==> config.mk <==
export PLATFORM = sky130hd
export DESIGN_NAME = multi_mode_ping_pong_counter
export DESIGN_NICKNAME = d
export VERILOG_FILES = /design/src/rtl/ppc_pkg.sv /design/src/rtl/ppc_step_unit.sv /design/src/rtl/multi_mode_ping_pong_counter.sv
export SDC_FILE = /design/constraint.sdc
export NUM_CORES = 1
export LEC_CHECK = 0
export BUFFER_PORTS_ARGS = -buffer_cell sky130_fd_sc_hd__buf_4
export CORE_ASPECT_RATIO = 1.4
export CORE_UTILIZATION = 59
export CTS_CLUSTER_SIZE = 10
export DETAILED_ROUTE_END_ITERATION = 12
export PLACE_DENSITY = 0.85
export SKIP_CTS_REPAIR_TIMING = 1
export SKIP_LAST_GASP = 1
export SLEW_MARGIN = 20
export SYNTH_ARGS = -nofsm -noshare
export SYNTH_HDL_FRONTEND = slang
export SYNTH_SLANG_ARGS = --single-unit
export TNS_END_PERCENT = 1
==> constraint.sdc <==
create_clock -name clk -period 5.5 [get_ports clk]
set_clock_uncertainty 0.1 [all_clocks]
set_input_delay 1.1 -clock clk [delete_from_list [all_inputs] [get_ports clk]]
set_output_delay 1.1 -clock clk [all_outputs]
set_load 0.005 [all_outputs]
==> src/rtl/ppc_pkg.sv <==
// rtl/ppc_pkg.sv - shared mode and direction constants for the ping-pong counter
package ppc_pkg;
    localparam logic MODE_BOUNCE = 1'b0;
    localparam logic MODE_WRAP   = 1'b1;
    localparam logic DIR_UP      = 1'b1;
    localparam logic DIR_DOWN    = 1'b0;
endpackage

==> src/rtl/ppc_step_unit.sv <==
// rtl/ppc_step_unit.sv - combinational next-value and wrap-flag computation
module ppc_step_unit
    import ppc_pkg::*;
#(
    parameter int WIDTH = 4
) (
    input  logic [WIDTH-1:0] cur,
    input  logic [WIDTH-1:0] step,
    input  logic [WIDTH-1:0] min,
    input  logic [WIDTH-1:0] max,
    input  logic             dir,
    input  logic             mode,
    output logic [WIDTH-1:0] next,
    output logic             wrapped
);
    logic [WIDTH:0] sum;
    logic [WIDTH:0] diff;
    logic           over;
    logic           under;

    always_comb begin
        // One extra bit keeps out+step from aliasing back into range
        sum     = {1'b0, cur} + {1'b0, step};
        diff    = {1'b0, cur} - {1'b0, step};
        over    = sum > {1'b0, max};
        under   = (cur < step) || (diff < {1'b0, min});
        next    = cur;
        wrapped = 1'b0;
        if (dir == DIR_UP) begin
            if (!over) begin
                next = sum[WIDTH-1:0];
            end else if (mode == MODE_WRAP) begin
                next    = min;
                wrapped = 1'b1;
            end else begin
                next = max;
            end
        end else begin
            if (!under) begin
                next = diff[WIDTH-1:0];
            end else if (mode == MODE_WRAP) begin
                next    = max;
                wrapped = 1'b1;
            end else begin
                next = min;
            end
        end
    end
endmodule

==> src/rtl/multi_mode_ping_pong_counter.sv <==
// rtl/multi_mode_ping_pong_counter.sv - bounded up/down counter with bounce and wrap modes
module multi_mode_ping_pong_counter
    import ppc_pkg::*;
#(
    parameter int WIDTH   = 4,
    parameter bit DIR_RST = 1'b1
) (
    input  logic             clk,
    input  logic             rst,
    input  logic             enable,
    input  logic             flip,
    input  logic             mode,
    input  logic [WIDTH-1:0] step,
    input  logic [WIDTH-1:0] max,
    input  logic [WIDTH-1:0] min,
    input  logic             load,
    input  logic [WIDTH-1:0] load_val,
    output logic             direction,
    output logic [WIDTH-1:0] out,
    output logic             turn,
    output logic             wrap
);
    logic             advance;
    logic             dir_next;
    logic [WIDTH-1:0] next_val;
    logic             step_wrap;

    always_comb begin
        advance = enable && (max > min) && (out >= min) && (out <= max);
        // Flip wins over the bounds; wrap mode never turns around at a bound
        if (flip) begin
            dir_next = ~direction;
        end else if (mode == MODE_BOUNCE && out == min) begin
            dir_next = DIR_UP;
        end else if (mode == MODE_BOUNCE && out == max) begin
            dir_next = DIR_DOWN;
        end else begin
            dir_next = direction;
        end
    end

    ppc_step_unit #(.WIDTH(WIDTH)) u_step (
        .cur     (out),
        .step    (step),
        .min     (min),
        .max     (max),
        .dir     (dir_next),
        .mode    (mode),
        .next    (next_val),
        .wrapped (step_wrap)
    );

    always_ff @(posedge clk) begin
        if (rst) begin
            out       <= min;
            direction <= DIR_RST;
            turn      <= 1'b0;
            wrap      <= 1'b0;
        end else if (load) begin
            out  <= load_val;
            turn <= 1'b0;
            wrap <= 1'b0;
        end else if (advance) begin
            out       <= next_val;
            direction <= dir_next;
            turn      <= (dir_next != direction);
            wrap      <= step_wrap;
        end else begin
            turn <= 1'b0;
            wrap <= 1'b0;
        end
    end
endmodule

==> key figures, run 1 <==
Timing
  • Final worst-path cycle share: 71.8%
  • Final Hold Fails: 0
  • Worst Max-Slew Pin Slew: 0.416 ns
  • RSZ-0062 raised after global routing: no
  • Min Tclk post-route: 3.95 ns
  • Post-Route Setup TNS: 0 ns
  • Slew Limit Headroom: 72.2%
  • # setup viols final: 0
  • Final Max Tran Viols: 0
  • Peak Freq: 253 MHz

Global route
  • GRT overflow: 0
  • GRT Total Usage: 30.4%
  • Initial antenna violation count: 0
  • Vias in the first global route: 1300
  • Pin count of the biggest net entering global routing: 18
  • First-pass GRT wire length: 5.73 mm

Clock tree
  • TritonCTS Buffers: 3
  • CTS H-tree lvls: 1
  • Clk buf depth: 2
  • TritonCTS clock tree: yes
  • Clock slew at reported path FFs: 0.05 ns
  • Sink Count: 7
  • CTS Root Cell: clkbuf_4
  • Worst-skew pair later-pin latency: 0.27 ns

Cells and area
  • # fillers: 179
  • Area growth from synthesis to layout: 17.3%
  • Diode count: 0
  • Most frequent cells in the layout: ha_1, buf_4, inv_1
  • Post-route cell area: 1600 um2
  • Layout cell share with drive strength beyond 1: 25.7%
  • Final nets: 236

Setup path
  • Critical path required time: 5.41 ns
  • Critical-path top delay cell: a221oi_4
  • Crit path kind: input pin to flop
  • Crit Path Max Fanout: 7
  • Startpoint Class: input pin
  • Setup crit end kind: flop
  • Crit-path cells: buf_4 > inv_1 > ha_1 > nor3b_1 > nor3_1 > xnor2_1 > ha_1 > a21oi_2 > nand3_2 > a221oi_4 > mux2_2 > o22ai_1 > o22ai_1
  • CP arrival: 3.86 ns
  • Critical Path Max Stage Delay: 0.44 ns

Power and ir drop
  • Total power draw: 0.358 mW
  • Clk pwr share: 14.2%
  • Sequential Power Share: 19.3%
  • Sw Share: 43.1%
  • Power per cell area: 224 nW/um2
  • Pint: 0.204 mW
  • P_sw: 0.154 mW
  • Leak pwr: 0.794 nW
  • Max VDD drop: 0.159 mV
  • Gate power share: 66.6%

Floorplan
  • Top-level I/O count: 29
  • Initial Util: 62.7%
  • Die width: 42.7 um
  • Die Y-Extent: 58.9 um
  • Core ar.: 2180 um2
  • Die Area: 2510 um2
  • # rows: 20

Yosys
  • Net Count, Synth: 207
  • Post-synthesis async set-or-reset flop share: 0%
  • Avg Cell Area, Syn: 8.81 um2
  • Yosys Warn Count: 0
  • Post-synth cell types: 45
  • Seq/Total Area, Yosys: 13.2%
  • Number of synthesized flops with an enable pin: 4
  • Syn Inst Count: 155
  • #FFs+latches synth: 7
  • Cell Area, Synth: 1370 um2
  • Main synth FF type: edfxtp_1

Drt
  • Detailed Route Iter0 Violations: 66
  • WL/cell: 17.2 um
  • Post-DRT Antenna Nets: 0
  • Vias: 1283
  • Drt first pass iters: 4
  • DRC viols: 0
  • WL final: 3.52 mm
  • Vias per inst: 6.26

Worst hold path
  • Worst min-delay path class: flop to flop

Placed design
  • RePlAce Congestion: 0.931
  • DP Area: 1580 um2
  • Port Buffer Count: 28
  • HPWL Detailed: 2.92 mm

Outcome
  • Status: finished, final reports clean

Job
  • Max-Cap Viols: 0
through the flow:
step           std cells  util [%]  worst slack (ns)  hold slack, ns
2_1_floorplan        155         -              1.73           0.438
3_3_place_gp         201      72.4              1.36           0.470
3_5_place_dp         201      72.4              1.33           0.487
4_1_cts              205      73.6              1.60           0.494
5_1_grt              205      73.6              1.41           0.505
6_report             205      73.6              1.55           0.482
power groups by stage:
stage                     clock network [mW]  registers, mW  logic (mW)
after floorplan                            0         0.0681       0.176
after global placement                     0         0.0697       0.224
after detailed placement                   0         0.0701       0.234
after CTS                             0.0516         0.0691       0.236
after global routing                  0.0538         0.0700       0.259
final                                 0.0508         0.0690       0.238
cells by family after synthesis:
| group | share of synthesized area, % |
|---|---|
| AO/OA/AOI/OAI | 25.3 |
| XOR/XNOR | 1.93 |
| adder cells (fa/ha/maj) | 28.6 |
| buffers and inverters | 8.07 |
| flip-flops | 13.2 |
| multiplexers | 9.53 |
| AND/OR/NAND/NOR | 13.4 |
sequential cells by signal, indices dropped and copies added, names as in the netlist:
register,flops
direction,1
out,4
wrap,1
turn,1
worst paths after layout:
check	depth (start not counted)	slack, ns	startpoint	to
worst max register to register	11	1.97	out[2]$_DFFE_PP_	out[2]$_DFFE_PP_
worst min register to register	2	0.48	direction$_SDFFE_PP1P_	direction$_SDFFE_PP1P_
worst min-delay path	2	0.48	direction$_SDFFE_PP1P_	direction$_SDFFE_PP1P_
worst max-delay path	13	1.55	step[2]	out[2]$_DFFE_PP_
metal layers:
metal	up-vias	GRT usage, %	part of all wire [%]
met4	0	11.6	2.7
met1	598	30.1	37
met3	15	3.99	4.3
met2	50	61.5	56
li1	620	-	-
met5	-	0	0
synth_stat cells (2+ instances only):
cell | n | share of area, %
dfxtp_1 | 3 | 4.4
nor2b_1 | 4 | 1.8
a21oi_2 | 2 | 1.3
edfxtp_1 | 4 | 8.8
xor2_1 | 2 | 1.3
o2111ai_1 | 2 | 1.3
nor3_1 | 4 | 1.5
nand4_1 | 3 | 1.4
ha_1 | 28 | 26
o21a_1 | 7 | 3.8
mux2_2 | 4 | 3.3
a21oi_1 | 8 | 2.9
nor2_1 | 11 | 3.0
inv_1 | 22 | 6.0
o21ai_0 | 5 | 1.8
o22ai_1 | 5 | 2.3
mux2i_1 | 7 | 5.1
nand2_1 | 6 | 1.6
fa_1 | 2 | 2.9
worst max-delay path, delay by kind of cell:
kind                       cells  cell delay [ns]
and+or+nand+nor                3             0.43
AOI/OAI and AO/OA              4             0.81
buffers and inverters          2             0.11
xor gates and xnor gates       1             0.27
adders and majority gates      2             0.73
muxes                          1             0.39
layout make-up:
cell class	instances	area, um2	area share [%]
Multi-Input combinational cell	122	1070	67.1
Timing Repair Buffer	28	210	13.1
Sequential cell	7	180	11.2
Inverter	22	82.6	5.16
Tap cell	22	27.5	1.72
Clock buffer	4	26.3	1.64
(Power assumes the default switching activity.)
==> run 2: changes to the inputs <==
--- a/config.mk
+++ b/config.mk
@@ -7,10 +7,10 @@
 export LEC_CHECK = 0
 export BUFFER_PORTS_ARGS = -buffer_cell sky130_fd_sc_hd__buf_4
 export CORE_ASPECT_RATIO = 1.4
-export CORE_UTILIZATION = 59
+export CORE_UTILIZATION = 50
 export CTS_CLUSTER_SIZE = 10
 export DETAILED_ROUTE_END_ITERATION = 12
-export PLACE_DENSITY = 0.85
+export PLACE_DENSITY = 0.77
 export SKIP_CTS_REPAIR_TIMING = 1
 export SKIP_LAST_GASP = 1
 export SLEW_MARGIN = 20
==> constraint.sdc (replaced) <==
create_clock -name clk -period 3.3 [get_ports clk]
set_clock_uncertainty 0.1 [all_clocks]
set_input_delay 0.66 -clock clk [delete_from_list [all_inputs] [get_ports clk]]
set_output_delay 0.66 -clock clk [all_outputs]
set_load 0.005 [all_outputs]
==> key figures, run 2 (synthesized netlist as in run 1, its figures left out) <==
Outcome
  • Status: finished, final reports clean

Drt
  • Drt first pass iters: 4
  • Vias per inst: 5.70
  • Post-DRT Antenna Nets: 0
  • WL/cell: 16.5 um
  • WL final: 3.92 mm
  • Detailed Route Iter0 Violations: 31
  • DRC viols: 0
  • Vias: 1357

Global route
  • Grt peak-use layer: met2
  • GRT overflow: 0
  • Initial antenna violation count: 0
  • GRT Total Usage: 28.9%
  • Global Route met3 Usage: 1.13%
  • Vias in the first global route: 1439
  • First-pass GRT wire length: 6.19 mm
  • Grt met1 use: 31.3%
  • Pin count of the biggest net entering global routing: 18
  • Met2 usage: 53.7%

Power and ir drop
  • Total power draw: 0.692 mW
  • Power per cell area: 383 nW/um2
  • Max VDD drop: 0.214 mV
  • Leak pwr: 0.891 nW

Clock tree
  • Worst-skew pair later-pin latency: 0.26 ns
  • CTS Root Cell: clkbuf_4
  • TritonCTS clock tree: yes
  • Sink Count: 7
  • CTS H-tree lvls: 1
  • Clk buf depth: 2
  • Clock slew at reported path FFs: 0.05 ns
  • TritonCTS Buffers: 3

Timing
  • Post-Route Setup TNS: 0 ns
  • Peak Freq: 310 MHz
  • Slew Limit Headroom: 69.4%
  • Worst Max-Slew Pin Slew: 0.455 ns
  • Final worst-path cycle share: 97.7%
  • # setup viols final: 0
  • Final Hold Fails: 0
  • Min Tclk post-route: 3.22 ns
  • Final Max Tran Viols: 0
  • Final WS setup: 0.0754 ns

Cells and area
  • Diode count: 0
  • Area growth from synthesis to layout: 32.5%
  • # fillers: 215
  • Leading cell type in the layout, fill and taps excluded: buf_4
  • Layout cell share with drive strength beyond 1: 36.1%
  • Final nets: 255
  • Largest Register: out
  • Max FFs per register: 4
  • Most frequent cells in the layout: buf_4, ha_1, inv_1
  • Final design utilization: 69.2%

Placed design
  • HPWL Detailed: 3.16 mm
  • Port Buffer Count: 28
  • Dpl ws: -0.300 ns
  • RePlAce Congestion: 0.937

Setup path
  • Crit path kind: input pin to flop
  • Setup crit end kind: flop
  • R2R Setup Slk: 0.10 ns
  • CP arrival: 3.12 ns
  • Critical Path Max Stage Delay: 0.40 ns
  • Crit-path cells: buf_4 > ha_1 > inv_1 > fa_1 > xor2_1 > ha_1 > nand4b_1 > nand3_2 > a221oi_4 > buf_4 > mux2_4 > o22ai_1 > o22ai_1
  • Critical path required time: 3.20 ns
  • Worst Path Buf+Inv: 3
  • Crit Path Max Fanout: 3
  • Delay-heaviest family, CP: adder cells
  • Critical-path top delay cell: fa_1
  • Startpoint Class: input pin

Worst hold path
  • Worst min-delay path class: flop to flop

Floorplan
  • Die Area: 2950 um2
  • # rows: 22
  • Die Y-Extent: 63.8 um
  • Die width: 46.2 um
  • Initial Util: 52.2%
  • Core ar.: 2620 um2
  • Top-level I/O count: 29

Job
  • Max-Cap Viols: 0
==> run 2: final timing paths <==
| path | startpoint | end | cells past startpoint |
|---|---|---|---|
| worst max-delay path | step[0] | out[2]$_DFFE_PP_ | 13 |
| worst max register to register | out[1]$_DFFE_PP_ | out[2]$_DFFE_PP_ | 12 |
| worst min-delay path | direction$_SDFFE_PP1P_ | direction$_SDFFE_PP1P_ | 2 |
| worst min register to register | direction$_SDFFE_PP1P_ | direction$_SDFFE_PP1P_ | 2 |
==> run 2: final cells by class <==
cell class | instances | area [um2] | area share [%]
inverters | 22 | 82.6 | 4.56
flip-flops and latches | 7 | 180 | 9.96
clock buffers | 4 | 26.3 | 1.45
repair buffers | 47 | 353 | 19.5
multi-input cells | 122 | 1120 | 62.0
well taps | 36 | 45.0 | 2.49
==> run 2: power by group <==
group / internal, mW / switching (mW) / total (mW)
clock network: 0.0463 / 0.0338 / 0.0801
logic: 0.266 / 0.234 / 0.499
registers: 0.102 / 0.0104 / 0.113
total: 0.414 / 0.278 / 0.692
==> run 2: per-stage QoR <==
step	instances	area (um2)	hold WS (ns)
after global routing	238	1810	0.531
after CTS	235	1750	0.515
after global placement	231	1720	0.460
after floorplan	155	1370	0.438
final	238	1810	0.509
after detailed placement	231	1720	0.507
==> run 2: per-layer routing <==
metal | vias to the layer above | routed length, um | share of wire, %
met4 | 0 | 108 | 2.8
met2 | 46 | 2170 | 55
met3 | 10 | 88 | 2.2
li1 | 657 | - | -
met1 | 644 | 1550 | 39
met5 | - | 0 | 0
==> run 2: worst reg2reg max path, cell delays in order, from the launching register on <==
cell	delay [ns]
edfxtp_1	0.53
ha_1	0.25
nor2b_1	0.12
nor3_1	0.23
xnor2_1	0.14
ha_1	0.36
a21oi_2	0.17
nand3_2	0.09
a221oi_4	0.28
buf_4	0.16
mux2_4	0.29
o22ai_1	0.12
o22ai_1	0.09
